## src/rtl/ebox_mem_pkg.sv

```systemverilog
// ebox_mem_pkg: shared word/address types and MBOX request states for the EBOX memory path
package ebox_mem_pkg;
    localparam int WORD_W = 36;
    localparam int VMA_W = 23;
    typedef logic [0:WORD_W-1] word_t;
    typedef logic [36-VMA_W:35] vma_t;
    typedef enum logic [2:0] {IDLE, REQ, RDWAIT, RDWAIT2, PAUSE, WRDATA, PFAIL} mbox_state_t;
    function automatic logic timed(mbox_state_t s);
        return s inside {REQ, RDWAIT, RDWAIT2, WRDATA};
    endfunction
endpackage

```

## src/rtl/mcl_mbox_req_if.sv

```systemverilog
// mcl_mbox_req_if: MCL request qualifiers, MBOX handshake and EBOX status bundle
interface mcl_mbox_req_if;
    import ebox_mem_pkg::*;
    logic MBOX_CYC_REQ, VMA_READ, VMA_PAUSE, VMA_WRITE, LOAD_AR, LOAD_ARX, VMA_FETCH, VMA_ADR_ERR;
    vma_t VMA;
    word_t AR;
    logic MBOX_ACK, MB_DATA_VALID, MB_WR_DONE, PAGE_FAIL, PF_CLR, ERR_CLR;
    word_t MB_RD_DATA;
    logic EBOX_REQ, REQ_RD, REQ_WR, REQ_FETCH, AR_LOAD, ARX_LOAD, MEM_WAIT, PF_HOLD, NXM_ERR, REQ_OVERRUN;
    vma_t REQ_VMA;
    word_t MB_WR_DATA, MEM_DATA;
    modport slave (
        input MBOX_CYC_REQ, VMA_READ, VMA_PAUSE, VMA_WRITE, LOAD_AR, LOAD_ARX, VMA_FETCH, VMA_ADR_ERR,
        input VMA, AR, MBOX_ACK, MB_DATA_VALID, MB_RD_DATA, MB_WR_DONE, PAGE_FAIL, PF_CLR, ERR_CLR,
        output EBOX_REQ, REQ_VMA, REQ_RD, REQ_WR, REQ_FETCH, MB_WR_DATA, MEM_DATA,
        output AR_LOAD, ARX_LOAD, MEM_WAIT, PF_HOLD, NXM_ERR, REQ_OVERRUN
    );
    modport master (
        output MBOX_CYC_REQ, VMA_READ, VMA_PAUSE, VMA_WRITE, LOAD_AR, LOAD_ARX, VMA_FETCH, VMA_ADR_ERR,
        output VMA, AR, MBOX_ACK, MB_DATA_VALID, MB_RD_DATA, MB_WR_DONE, PAGE_FAIL, PF_CLR, ERR_CLR,
        input EBOX_REQ, REQ_VMA, REQ_RD, REQ_WR, REQ_FETCH, MB_WR_DATA, MEM_DATA,
        input AR_LOAD, ARX_LOAD, MEM_WAIT, PF_HOLD, NXM_ERR, REQ_OVERRUN
    );
endinterface

```

## src/rtl/mbox_timeout.sv

```systemverilog
// mbox_timeout: cycle counter with clear and enable, flagging the last cycle before NXM abort
module mbox_timeout #(
    parameter int TIMEOUT = 255
) (
    input  logic clk,
    input  logic rst,
    input  logic clr,
    input  logic en,
    output logic tc
);
    localparam int CW = $clog2(TIMEOUT + 1);
    logic [CW-1:0] cnt;
    always_ff @(posedge clk) begin
        if (rst || clr) cnt <= '0;
        else if (en) cnt <= cnt + CW'(1);
    end
    assign tc = cnt == CW'(TIMEOUT - 1);
endmodule

```

## src/rtl/mcl_mbox_req.sv

```systemverilog
// mcl_mbox_req: holds MCL memory cycles as an MBOX request/ack handshake with wait, page-fail and NXM handling
module mcl_mbox_req
    import ebox_mem_pkg::*;
#(
    parameter int TIMEOUT = 255
) (
    input logic clk,
    input logic RESET,
    mcl_mbox_req_if.slave bus
);
    mbox_state_t state, state_n;
    logic rd, wr, pause, ld_ar, ld_arx, fetch, ar_load, arx_load, nxm, overrun;
    logic tc, pf, tmo, mem_wait, rd_word, take_word, ar_n, arx_n, ovr_set;
    vma_t vma_q;
    word_t wdata_q, mem_data;

    mbox_timeout #(.TIMEOUT(TIMEOUT)) u_timeout (
        .clk(clk), .rst(RESET), .clr(state_n != state), .en(timed(state)), .tc(tc)
    );

    always_comb begin
        mem_wait = timed(state) || state == PFAIL;
        pf = timed(state) && bus.PAGE_FAIL;
        rd_word = (state == RDWAIT || state == RDWAIT2) && bus.MB_DATA_VALID;
        tmo = tc && timed(state) && !pf && !rd_word && !(state == REQ && bus.MBOX_ACK)
            && !(state == WRDATA && bus.MB_WR_DONE);
        // an aborted read still completes its register load, with a zero word
        take_word = (rd_word && !pf) || (tmo && (state == REQ ? rd : state != WRDATA));
        ar_n = take_word && state != RDWAIT2 && ld_ar;
        arx_n = take_word && (state == RDWAIT2 || (!ld_ar && ld_arx));
        ovr_set = bus.MBOX_CYC_REQ && (mem_wait || (state == PAUSE && !bus.VMA_WRITE));
        state_n = state;
        if (pf) state_n = PFAIL;
        else if (tmo) state_n = IDLE;
        else
            case (state)
                IDLE:    if (bus.MBOX_CYC_REQ) state_n = bus.VMA_ADR_ERR ? PFAIL : REQ;
                REQ:     if (bus.MBOX_ACK) state_n = rd ? RDWAIT : wr ? WRDATA : IDLE;
                RDWAIT:  if (bus.MB_DATA_VALID) state_n = (ld_ar && ld_arx) ? RDWAIT2 : pause ? PAUSE : IDLE;
                RDWAIT2: if (bus.MB_DATA_VALID) state_n = pause ? PAUSE : IDLE;
                PAUSE:   if (bus.MBOX_CYC_REQ && bus.VMA_WRITE) state_n = REQ;
                WRDATA:  if (bus.MB_WR_DONE) state_n = IDLE;
                PFAIL:   if (bus.PF_CLR) state_n = IDLE;
                default: state_n = IDLE;
            endcase
    end

    always_ff @(posedge clk) begin
        if (RESET) begin
            state <= IDLE;
            {rd, wr, pause, ld_ar, ld_arx, fetch, ar_load, arx_load, nxm, overrun} <= '0;
            vma_q <= '0;
            wdata_q <= '0;
            mem_data <= '0;
        end else begin
            state <= state_n;
            ar_load <= ar_n;
            arx_load <= arx_n;
            if (take_word) mem_data <= tmo ? '0 : bus.MB_RD_DATA;
            if (state == IDLE && state_n == REQ) begin
                vma_q <= bus.VMA;
                wdata_q <= bus.AR;
                rd <= bus.VMA_READ;
                wr <= bus.VMA_WRITE && !bus.VMA_READ;
                pause <= bus.VMA_PAUSE;
                ld_ar <= bus.LOAD_AR;
                ld_arx <= bus.LOAD_ARX;
                fetch <= bus.VMA_FETCH;
            end
            if (state == PAUSE && state_n == REQ) begin
                vma_q <= bus.VMA;
                wdata_q <= bus.AR;
                rd <= 1'b0;
                wr <= 1'b1;
            end
            nxm <= tmo || (nxm && !bus.ERR_CLR);
            overrun <= ovr_set || (overrun && !bus.ERR_CLR);
        end
    end

    assign bus.EBOX_REQ = state == REQ;
    assign bus.REQ_VMA = vma_q;
    assign bus.REQ_RD = rd;
    assign bus.REQ_WR = wr;
    assign bus.REQ_FETCH = fetch;
    assign bus.MB_WR_DATA = wdata_q;
    assign bus.MEM_DATA = mem_data;
    assign bus.AR_LOAD = ar_load;
    assign bus.ARX_LOAD = arx_load;
    assign bus.MEM_WAIT = mem_wait;
    assign bus.PF_HOLD = state == PFAIL;
    assign bus.NXM_ERR = nxm;
    assign bus.REQ_OVERRUN = overrun;
endmodule

```

## src/flat_wrapper.sv

```systemverilog
// flat-port wrapper written by rule: the top's interface ports become plain ports
module mcl_mbox_req_flat import ebox_mem_pkg::*;
#(
    parameter int TIMEOUT = 255
)
  (clk, RESET, bus_MBOX_CYC_REQ, bus_VMA_READ, bus_VMA_PAUSE, bus_VMA_WRITE, bus_LOAD_AR, bus_LOAD_ARX, bus_VMA_FETCH, bus_VMA_ADR_ERR, bus_VMA, bus_AR, bus_MBOX_ACK, bus_MB_DATA_VALID, bus_MB_RD_DATA, bus_MB_WR_DONE, bus_PAGE_FAIL, bus_PF_CLR, bus_ERR_CLR, bus_EBOX_REQ, bus_REQ_VMA, bus_REQ_RD, bus_REQ_WR, bus_REQ_FETCH, bus_MB_WR_DATA, bus_MEM_DATA, bus_AR_LOAD, bus_ARX_LOAD, bus_MEM_WAIT, bus_PF_HOLD, bus_NXM_ERR, bus_REQ_OVERRUN);
  mcl_mbox_req_if bus_i ();
  input logic clk;
  input logic RESET;
  input wire logic [$bits(bus_i.MBOX_CYC_REQ)-1:0] bus_MBOX_CYC_REQ;
  input wire logic [$bits(bus_i.VMA_READ)-1:0] bus_VMA_READ;
  input wire logic [$bits(bus_i.VMA_PAUSE)-1:0] bus_VMA_PAUSE;
  input wire logic [$bits(bus_i.VMA_WRITE)-1:0] bus_VMA_WRITE;
  input wire logic [$bits(bus_i.LOAD_AR)-1:0] bus_LOAD_AR;
  input wire logic [$bits(bus_i.LOAD_ARX)-1:0] bus_LOAD_ARX;
  input wire logic [$bits(bus_i.VMA_FETCH)-1:0] bus_VMA_FETCH;
  input wire logic [$bits(bus_i.VMA_ADR_ERR)-1:0] bus_VMA_ADR_ERR;
  input wire logic [$bits(bus_i.VMA)-1:0] bus_VMA;
  input wire logic [$bits(bus_i.AR)-1:0] bus_AR;
  input wire logic [$bits(bus_i.MBOX_ACK)-1:0] bus_MBOX_ACK;
  input wire logic [$bits(bus_i.MB_DATA_VALID)-1:0] bus_MB_DATA_VALID;
  input wire logic [$bits(bus_i.MB_RD_DATA)-1:0] bus_MB_RD_DATA;
  input wire logic [$bits(bus_i.MB_WR_DONE)-1:0] bus_MB_WR_DONE;
  input wire logic [$bits(bus_i.PAGE_FAIL)-1:0] bus_PAGE_FAIL;
  input wire logic [$bits(bus_i.PF_CLR)-1:0] bus_PF_CLR;
  input wire logic [$bits(bus_i.ERR_CLR)-1:0] bus_ERR_CLR;
  output wire logic [$bits(bus_i.EBOX_REQ)-1:0] bus_EBOX_REQ;
  output wire logic [$bits(bus_i.REQ_VMA)-1:0] bus_REQ_VMA;
  output wire logic [$bits(bus_i.REQ_RD)-1:0] bus_REQ_RD;
  output wire logic [$bits(bus_i.REQ_WR)-1:0] bus_REQ_WR;
  output wire logic [$bits(bus_i.REQ_FETCH)-1:0] bus_REQ_FETCH;
  output wire logic [$bits(bus_i.MB_WR_DATA)-1:0] bus_MB_WR_DATA;
  output wire logic [$bits(bus_i.MEM_DATA)-1:0] bus_MEM_DATA;
  output wire logic [$bits(bus_i.AR_LOAD)-1:0] bus_AR_LOAD;
  output wire logic [$bits(bus_i.ARX_LOAD)-1:0] bus_ARX_LOAD;
  output wire logic [$bits(bus_i.MEM_WAIT)-1:0] bus_MEM_WAIT;
  output wire logic [$bits(bus_i.PF_HOLD)-1:0] bus_PF_HOLD;
  output wire logic [$bits(bus_i.NXM_ERR)-1:0] bus_NXM_ERR;
  output wire logic [$bits(bus_i.REQ_OVERRUN)-1:0] bus_REQ_OVERRUN;
  assign bus_i.MBOX_CYC_REQ = bus_MBOX_CYC_REQ;
  assign bus_i.VMA_READ = bus_VMA_READ;
  assign bus_i.VMA_PAUSE = bus_VMA_PAUSE;
  assign bus_i.VMA_WRITE = bus_VMA_WRITE;
  assign bus_i.LOAD_AR = bus_LOAD_AR;
  assign bus_i.LOAD_ARX = bus_LOAD_ARX;
  assign bus_i.VMA_FETCH = bus_VMA_FETCH;
  assign bus_i.VMA_ADR_ERR = bus_VMA_ADR_ERR;
  assign bus_i.VMA = bus_VMA;
  assign bus_i.AR = bus_AR;
  assign bus_i.MBOX_ACK = bus_MBOX_ACK;
  assign bus_i.MB_DATA_VALID = bus_MB_DATA_VALID;
  assign bus_i.MB_RD_DATA = bus_MB_RD_DATA;
  assign bus_i.MB_WR_DONE = bus_MB_WR_DONE;
  assign bus_i.PAGE_FAIL = bus_PAGE_FAIL;
  assign bus_i.PF_CLR = bus_PF_CLR;
  assign bus_i.ERR_CLR = bus_ERR_CLR;
  assign bus_EBOX_REQ = bus_i.EBOX_REQ;
  assign bus_REQ_VMA = bus_i.REQ_VMA;
  assign bus_REQ_RD = bus_i.REQ_RD;
  assign bus_REQ_WR = bus_i.REQ_WR;
  assign bus_REQ_FETCH = bus_i.REQ_FETCH;
  assign bus_MB_WR_DATA = bus_i.MB_WR_DATA;
  assign bus_MEM_DATA = bus_i.MEM_DATA;
  assign bus_AR_LOAD = bus_i.AR_LOAD;
  assign bus_ARX_LOAD = bus_i.ARX_LOAD;
  assign bus_MEM_WAIT = bus_i.MEM_WAIT;
  assign bus_PF_HOLD = bus_i.PF_HOLD;
  assign bus_NXM_ERR = bus_i.NXM_ERR;
  assign bus_REQ_OVERRUN = bus_i.REQ_OVERRUN;
  mcl_mbox_req #(.TIMEOUT(TIMEOUT)) u_core (.clk(clk), .RESET(RESET), .bus(bus_i));
endmodule
```

## config.mk

```make
export PLATFORM = sky130hd
export DESIGN_NAME = mcl_mbox_req_flat
export DESIGN_NICKNAME = d
export VERILOG_FILES = /design/src/rtl/ebox_mem_pkg.sv /design/src/rtl/mcl_mbox_req_if.sv /design/src/rtl/mbox_timeout.sv /design/src/rtl/mcl_mbox_req.sv /design/src/flat_wrapper.sv
export SDC_FILE = /design/constraint.sdc
export NUM_CORES = 1
export LEC_CHECK = 0
export ABC_AREA = 1
export CAP_MARGIN = 20
export CORE_ASPECT_RATIO = 0.5
export CORE_UTILIZATION = 33
export DETAILED_ROUTE_END_ITERATION = 8
export GPL_ROUTABILITY_DRIVEN = 1
export PLACE_DENSITY = 0.66
export SLEW_MARGIN = 20
export SYNTH_ARGS = -nofsm -noshare
export SYNTH_HDL_FRONTEND = slang
export SYNTH_SLANG_ARGS = --single-unit
```

## constraint.sdc

```tcl
create_clock -name clk -period 2.3 [get_ports clk]
set_input_delay 0.345 -clock clk [delete_from_list [all_inputs] [get_ports clk]]
set_output_delay 0.345 -clock clk [all_outputs]
set_load 0.02 [all_outputs]
```

Word level (Yosys, flattened, before mapping)
Cells that the tools add are included.
{"block": "op_classes", "n_mux": 23, "reduce_logical": 44, "n_eq_ne": 11, "n_addsub": 1}
{"cell": "36-bit two-way mux", "n": 3}
{"cell": "23-bit two-way mux", "n": 2}
{"cell": "3-bit two-way mux", "n": 14}
{"cell": "1-bit logical AND", "n": 24}
{"cell": "3-bit case mux with 7 select lines", "n": 1}
{"cell": "3-bit equality test (second input constant)", "n": 3}
{"cell": "8-bit by 1-bit adder with 8-bit output (second input constant)", "n": 1}
{"cell": "8-bit equality test (second input constant)", "n": 1}
{"cell": "1-bit logical NOT", "n": 8}
{"cell": "1-bit logical OR", "n": 8}
{"cell": "3-bit by 1-bit equality test with 1-bit output (second input constant)", "n": 2}
{"cell": "3-bit by 2-bit equality test with 1-bit output (second input constant)", "n": 2}
{"cell": "4-bit nonzero test", "n": 1}
{"cell": "3-bit logical NOT", "n": 1}
{"cell": "1-bit two-way mux", "n": 3}
{"cell": "3-bit by 2-bit != test with 1-bit output (second input constant)", "n": 1}
{"cell": "3-bit != test", "n": 1}
{"cell": "3-bit != test (second input constant)", "n": 1}
{"cell": "2-bit nonzero test", "n": 1}
{"cell": "2-bit OR reduction", "n": 1}
{"block": "totals", "reg_bits": 116, "wordCells": 94, "out_inout_bits": 105, "input_bits": 111}

Depth between registers and ports, before layout
{"block": "depth", "depth_word": 14, "depth_mapped": 14, "depth_no_buf": 13}

By module
Synthesis repeated with hierarchy kept, for this count alone.
{"block": "hier_totals", "hier_cells": 614, "hier_area_um2": 4654.5}
{"mod": "mcl_mbox_req", "seq_area_each_um2": 2162.1, "area_per_inst_um2": 4271.6, "cells_each": 560, "instances": 1}
{"mod": "mbox_timeout", "seq_area_each_um2": 160.2, "area_per_inst_um2": 382.9, "cells_each": 54, "instances": 1}

Worst setup path before layout
No wires, ideal clock.
{"block": "synth_timing", "path_type": "register -> register", "start": "reg u_core.state[0]", "end": "reg u_core.u_timeout.cnt[0]", "n_path_buf": 1, "stages_incl_launch_ff": 14, "period_less_slack_ns": 1.730, "required_ns": 2.234, "setup_time_ns": 0.066, "setup_slack_ns": 0.570, "arrival_time_ns": 1.664, "cell_sequence": "dfxtp_1 > buf_4 > nand2_1 > nor2_1 > nand2_1 > nand3_1 > nor2_1 > nor2_2 > nand2_1 > nand2_1 > nand2_1 > nor2_2 > nand3_2 > nor2_1"}
{"block": "synth_via", "elab_chain_len": 12, "elab_cells_between_ends": 34, "classes_between": "eq/ne: 7; mux: 10; reduce/logical: 17"}
{"item": "start, declared", "line": "mcl_mbox_req.sv:11", "text": "mbox_state_t state, state_n;"}
{"item": "start signal, assigned", "line": "mcl_mbox_req.sv:56", "text": "state <= state_n;"}
{"item": "3-bit by 1-bit equality test with 1-bit output *"}
{"item": "named net bus_EBOX_REQ", "line": "flat_wrapper.sv:27", "text": "output wire logic [$bits(bus_i.EBOX_REQ)-1:0] bus_EBOX_REQ;"}
{"item": "4-bit nonzero test", "line": "ebox_mem_pkg.sv:9", "text": "return s inside {REQ, RDWAIT, RDWAIT2, WRDATA};"}
{"item": "1-bit logical AND", "line": "mcl_mbox_req.sv:23", "text": "pf = timed(state) && bus.PAGE_FAIL;"}
{"item": "1-bit logical NOT", "line": "mcl_mbox_req.sv:25", "text": "tmo = tc && timed(state) && !pf && !rd_word && !(state == REQ && bus.MBOX_ACK)"}
{"item": "1-bit logical AND (3 in series)", "line": "mcl_mbox_req.sv:25"}
{"item": "1-bit logical AND", "line": "mcl_mbox_req.sv:26", "text": "&& !(state == WRDATA && bus.MB_WR_DONE);"}
{"item": "3-bit two-way mux", "line": "mcl_mbox_req.sv:34", "text": "else if (tmo) state_n = IDLE;"}
{"item": "3-bit two-way mux", "line": "mcl_mbox_req.sv:33", "text": "if (pf) state_n = PFAIL;"}
{"item": "3-bit != test", "line": "mcl_mbox_req.sv:18", "text": ".clk(clk), .rst(RESET), .clr(state_n != state), .en(timed(state)), .tc(tc)"}
{"item": "1-bit logical OR", "line": "mbox_timeout.sv:14", "text": "if (rst || clr) cnt <= '0;"}
{"item": "end signal, assigned", "line": "mbox_timeout.sv:15", "text": "else if (en) cnt <= cnt + CW'(1);"}
{"item": "end, declared", "line": "mbox_timeout.sv:12", "text": "logic [CW-1:0] cnt;"}
The timed path passes the listed nets; every way through them passes the cells marked *.
A chain may end at the register's enable or synchronous reset.

Worst setup path in the final report
{"block": "layout_timing", "start": "reg u_core.state[0]", "end": "out bus_EBOX_REQ"}
{"block": "layout_via", "elab_chain_len": 1}
{"item": "3-bit by 1-bit equality test with 1-bit output", "line": "mcl_mbox_req.sv:81", "text": "assign bus.EBOX_REQ = state == REQ;"}
{"item": "end, declared", "line": "flat_wrapper.sv:27"}
No other way between the ends.

==> flow_metrics.py <==
metrics = {
    "final_layout": {
        "n_antenna_cell": 0,
        "layout.nets": 934,
        "fill_cells": 1232,
        "area_growth_pct": 61.5,
        "drive_above_1_share_pct": 10.1,
        "fin_util_pct": 55.3,
    },
    "clocking": {
        "clkSinkCount": 116,
        "clock-root-buffer": "clkbuf_16",
        "cts_buffer_depth": 2,
        "clkLatencyLatePin_ns": 0.41,
        "cts_inserted_buffers": 17,
        "htreeDepth": 4,
        "cts.repair.resized": 1,
        "cts.clk_slew.worst_paths_ns": 0.05,
        "cts_tree": "yes",
        "holdBufCountCts": 0,
        "cts_setup_buffers": 0,
    },
    "critical_path": {
        "reg2reg_to": "u_core.bus.MEM_DATA[4]",
        "worst_r2r_path_depth": 9,
        "crit_end": "bus_EBOX_REQ",
        "path_max_fanout": 11,
        "critPathKind": "flop to output port",
        "crit_arrival_ns": 1.78,
        "r2r_slack_ns": 0.37,
        "worst_setup_path_start_kind": "flop",
        "end_kind": "output port",
        "cp.required_ns": 1.96,
        "critPathLaunch": "u_core.state[0]",
        "timing.rr.start": "u_core.state[2]",
    },
    "sta": {
        "finClkSkew_ns": 0.00958,
        "post-route-min-period_ns": 2.13,
        "tns_ns": 0,
        "max_freq_ghz": 0.470,
        "max_slew.worst_pin.slew_ns": 0.636,
        "slew_headroom_pct": 57.5,
        "slew_viol_final": 0,
        "rsz0062_at_grt": "false",
        "final-hold-violation-count": 0,
        "post-route-period-util_pct": 92.5,
        "setup_viol": 0,
        "hold_ws_ns": 0.467,
    },
    "synthesis": {
        "avgSynthCellArea_sq_um": 7.66,
        "synth_area_sq_um": 4700,
        "ys_ff_latch": 116,
        "netlist_instances": 614,
        "synth_top_area_share_pct": 49.4,
        "synthTopCellsByArea": "dfxtp_1, nor2_1, o21ai_0",
        "yosys_most_used_dff": "dfxtp_1",
        "synth_cell_type_count": 35,
        "synth_edf_count": 0,
        "synth_largest_area_cell": "dfxtp_1",
        "syn_nets": 727,
        "yosysMostFrequentCell": "nor2_1",
        "ys_seq_area_share_pct": 49.4,
        "async_flop_share_pct": 0,
        "yosys-top-cells-count": "nor2_1, dfxtp_1, o21ai_0",
        "yosysWarnings": 0,
    },
    "route": {
        "first_iter_violations": 283,
        "vias": 4720,
        "wl_mm": 13.9,
        "drtAntennaViolNets": 0,
        "detail_route.vias_per_cell": 4.60,
        "drtPass1Iterations": 4,
        "wl_per_cell_um": 13.6,
        "drc": 0,
    },
    "floorplanning": {
        "row_count": 30,
        "die_h_um": 86.4,
        "pin_count": 216,
        "die_w_um": 171,
        "core_sq_um": 13700,
        "start_util_pct": 34.2,
        "die_area_sq_um": 14800,
    },
    "hold_path": {
        "hp-class": "flop to flop",
    },
    "run": {
        "drv_cap": 0,
    },
    "grt": {
        "grt_use_total_pct": 18.8,
        "grt_overflow_total": 0,
        "antenna_found_initial": 0,
        "grt_first_pass_wirelength_mm": 21.8,
        "first_global_vias": 4409,
        "grt_max_degree": 43,
    },
    "place": {
        "portBuffers": 215,
        "dp_hpwl_mm": 9.61,
        "place_congestion": 0.888,
    },
    "pwr": {
        "p_leak_nw": 3.08,
        "powerDensity_nw_per_um2": 1230,
        "ir_drop_mv": 0.526,
    },
    "outcome": {
        "status": "complete, no violations",
    },
}
-- power breakdown --
part	switching, mW	internal, mW
clock	0.946	1.58
combinational	2.23	1.69
sequential	0.317	2.59
-- worst min-delay path by stage --
stage          cells after the start  slack [ns]              startpoint                endpoint
2_1_floorplan                      2        0.46            u_core.pause            u_core.pause
3_3_place_gp                       2        0.45      u_core.bus.NXM_ERR      u_core.bus.NXM_ERR
3_5_place_dp                       2        0.46      u_core.bus.NXM_ERR      u_core.bus.NXM_ERR
4_1_cts                            2        0.47      u_core.bus.NXM_ERR      u_core.bus.NXM_ERR
5_1_grt                            2        0.48      u_core.bus.NXM_ERR      u_core.bus.NXM_ERR
6_report                           2        0.47  u_core.bus.REQ_OVERRUN  u_core.bus.REQ_OVERRUN
-- cells by family after synthesis --
group / after synthesis / synth area share [%]
xor gates and xnor gates: 6 / 1.12
AOI/OAI and AO/OA: 115 / 13.9
adders and majority gates: 2 / 0.532
buffers and inverters: 67 / 6.73
and+or+nand+nor: 308 / 28.4
DFF: 116 / 49.4
-- cell type report --
| type | instances | area (sq um) | share of cell area (%) |
|---|---|---|---|
| flip-flops and latches | 116 | 2320 | 30.6 |
| inverters | 29 | 114 | 1.50 |
| repair buffers | 226 | 2290 | 30.1 |
| well taps | 192 | 240 | 3.16 |
| clock buffers | 18 | 429 | 5.65 |
| clock inverters | 13 | 136 | 1.80 |
| multi-input cells | 431 | 2060 | 27.2 |
-- registers in the layout (all words and copies together) (netlist names) --
name,count
u_core.bus.REQ_RD,1
u_core.bus.MB_WR_DATA,36
u_core.state,3
u_core.bus.REQ_VMA,23
u_core.ld_arx,1
u_core.pause,1
u_core.u_timeout.cnt,8
u_core.bus.AR_LOAD,1
u_core.bus.REQ_FETCH,1
u_core.bus.NXM_ERR,1
u_core.bus.REQ_WR,1
u_core.bus.REQ_OVERRUN,1
u_core.ld_ar,1
u_core.bus.MEM_DATA,36
u_core.bus.ARX_LOAD,1
-- cell usage in the layout (no fill, tap or decap), drive strengths merged --
cell type / n
clkdlybuf4s50: 214
nor2: 163
dfxtp: 116
o21ai: 104
nand2: 83
nand3: 50
inv: 30
clkbuf: 18
buf: 11
a21oi: 8
clkinv: 6
nand4: 5
xor2: 5
clkinvlp: 4
nor3: 4
nand3b: 2
ha: 2
bufinv: 2
a22oi: 1
xnor2: 1
nor4: 1
o21bai: 1
a2111oi: 1
dlymetal6s2s: 1
-- worst max-delay path: stages (launching register included) --
cell and delay [ns]:
dfxtp_1 0.36, buf_4 0.19, nand2_1 0.08, nor2_1 0.13
clkdlybuf4s50_1 0.62
-- routing by layer --
metal  up-vias  global-route usage [%]  share of wire, %
met1      2156                    22.8                44
met2       132                    32.2                48
met3        20                    5.02               5.2
li1       2412                       -                 -
met4         0                    7.39               2.0
met5         -                       0                 0
-- stage by stage --
step	cell area (sq um)	setup slack [ns]	total power, mW	instances
floorplan	4700	0.570	5.21	614
global placement	7020	0.204	6.83	994
detailed placement	7020	0.144	6.89	994
CTS	7590	0.0483	9.45	1025
global route	7590	0.0572	9.94	1025
finish	7590	0.171	9.36	1025
Note: power is estimated with default switching activity, not from simulation.
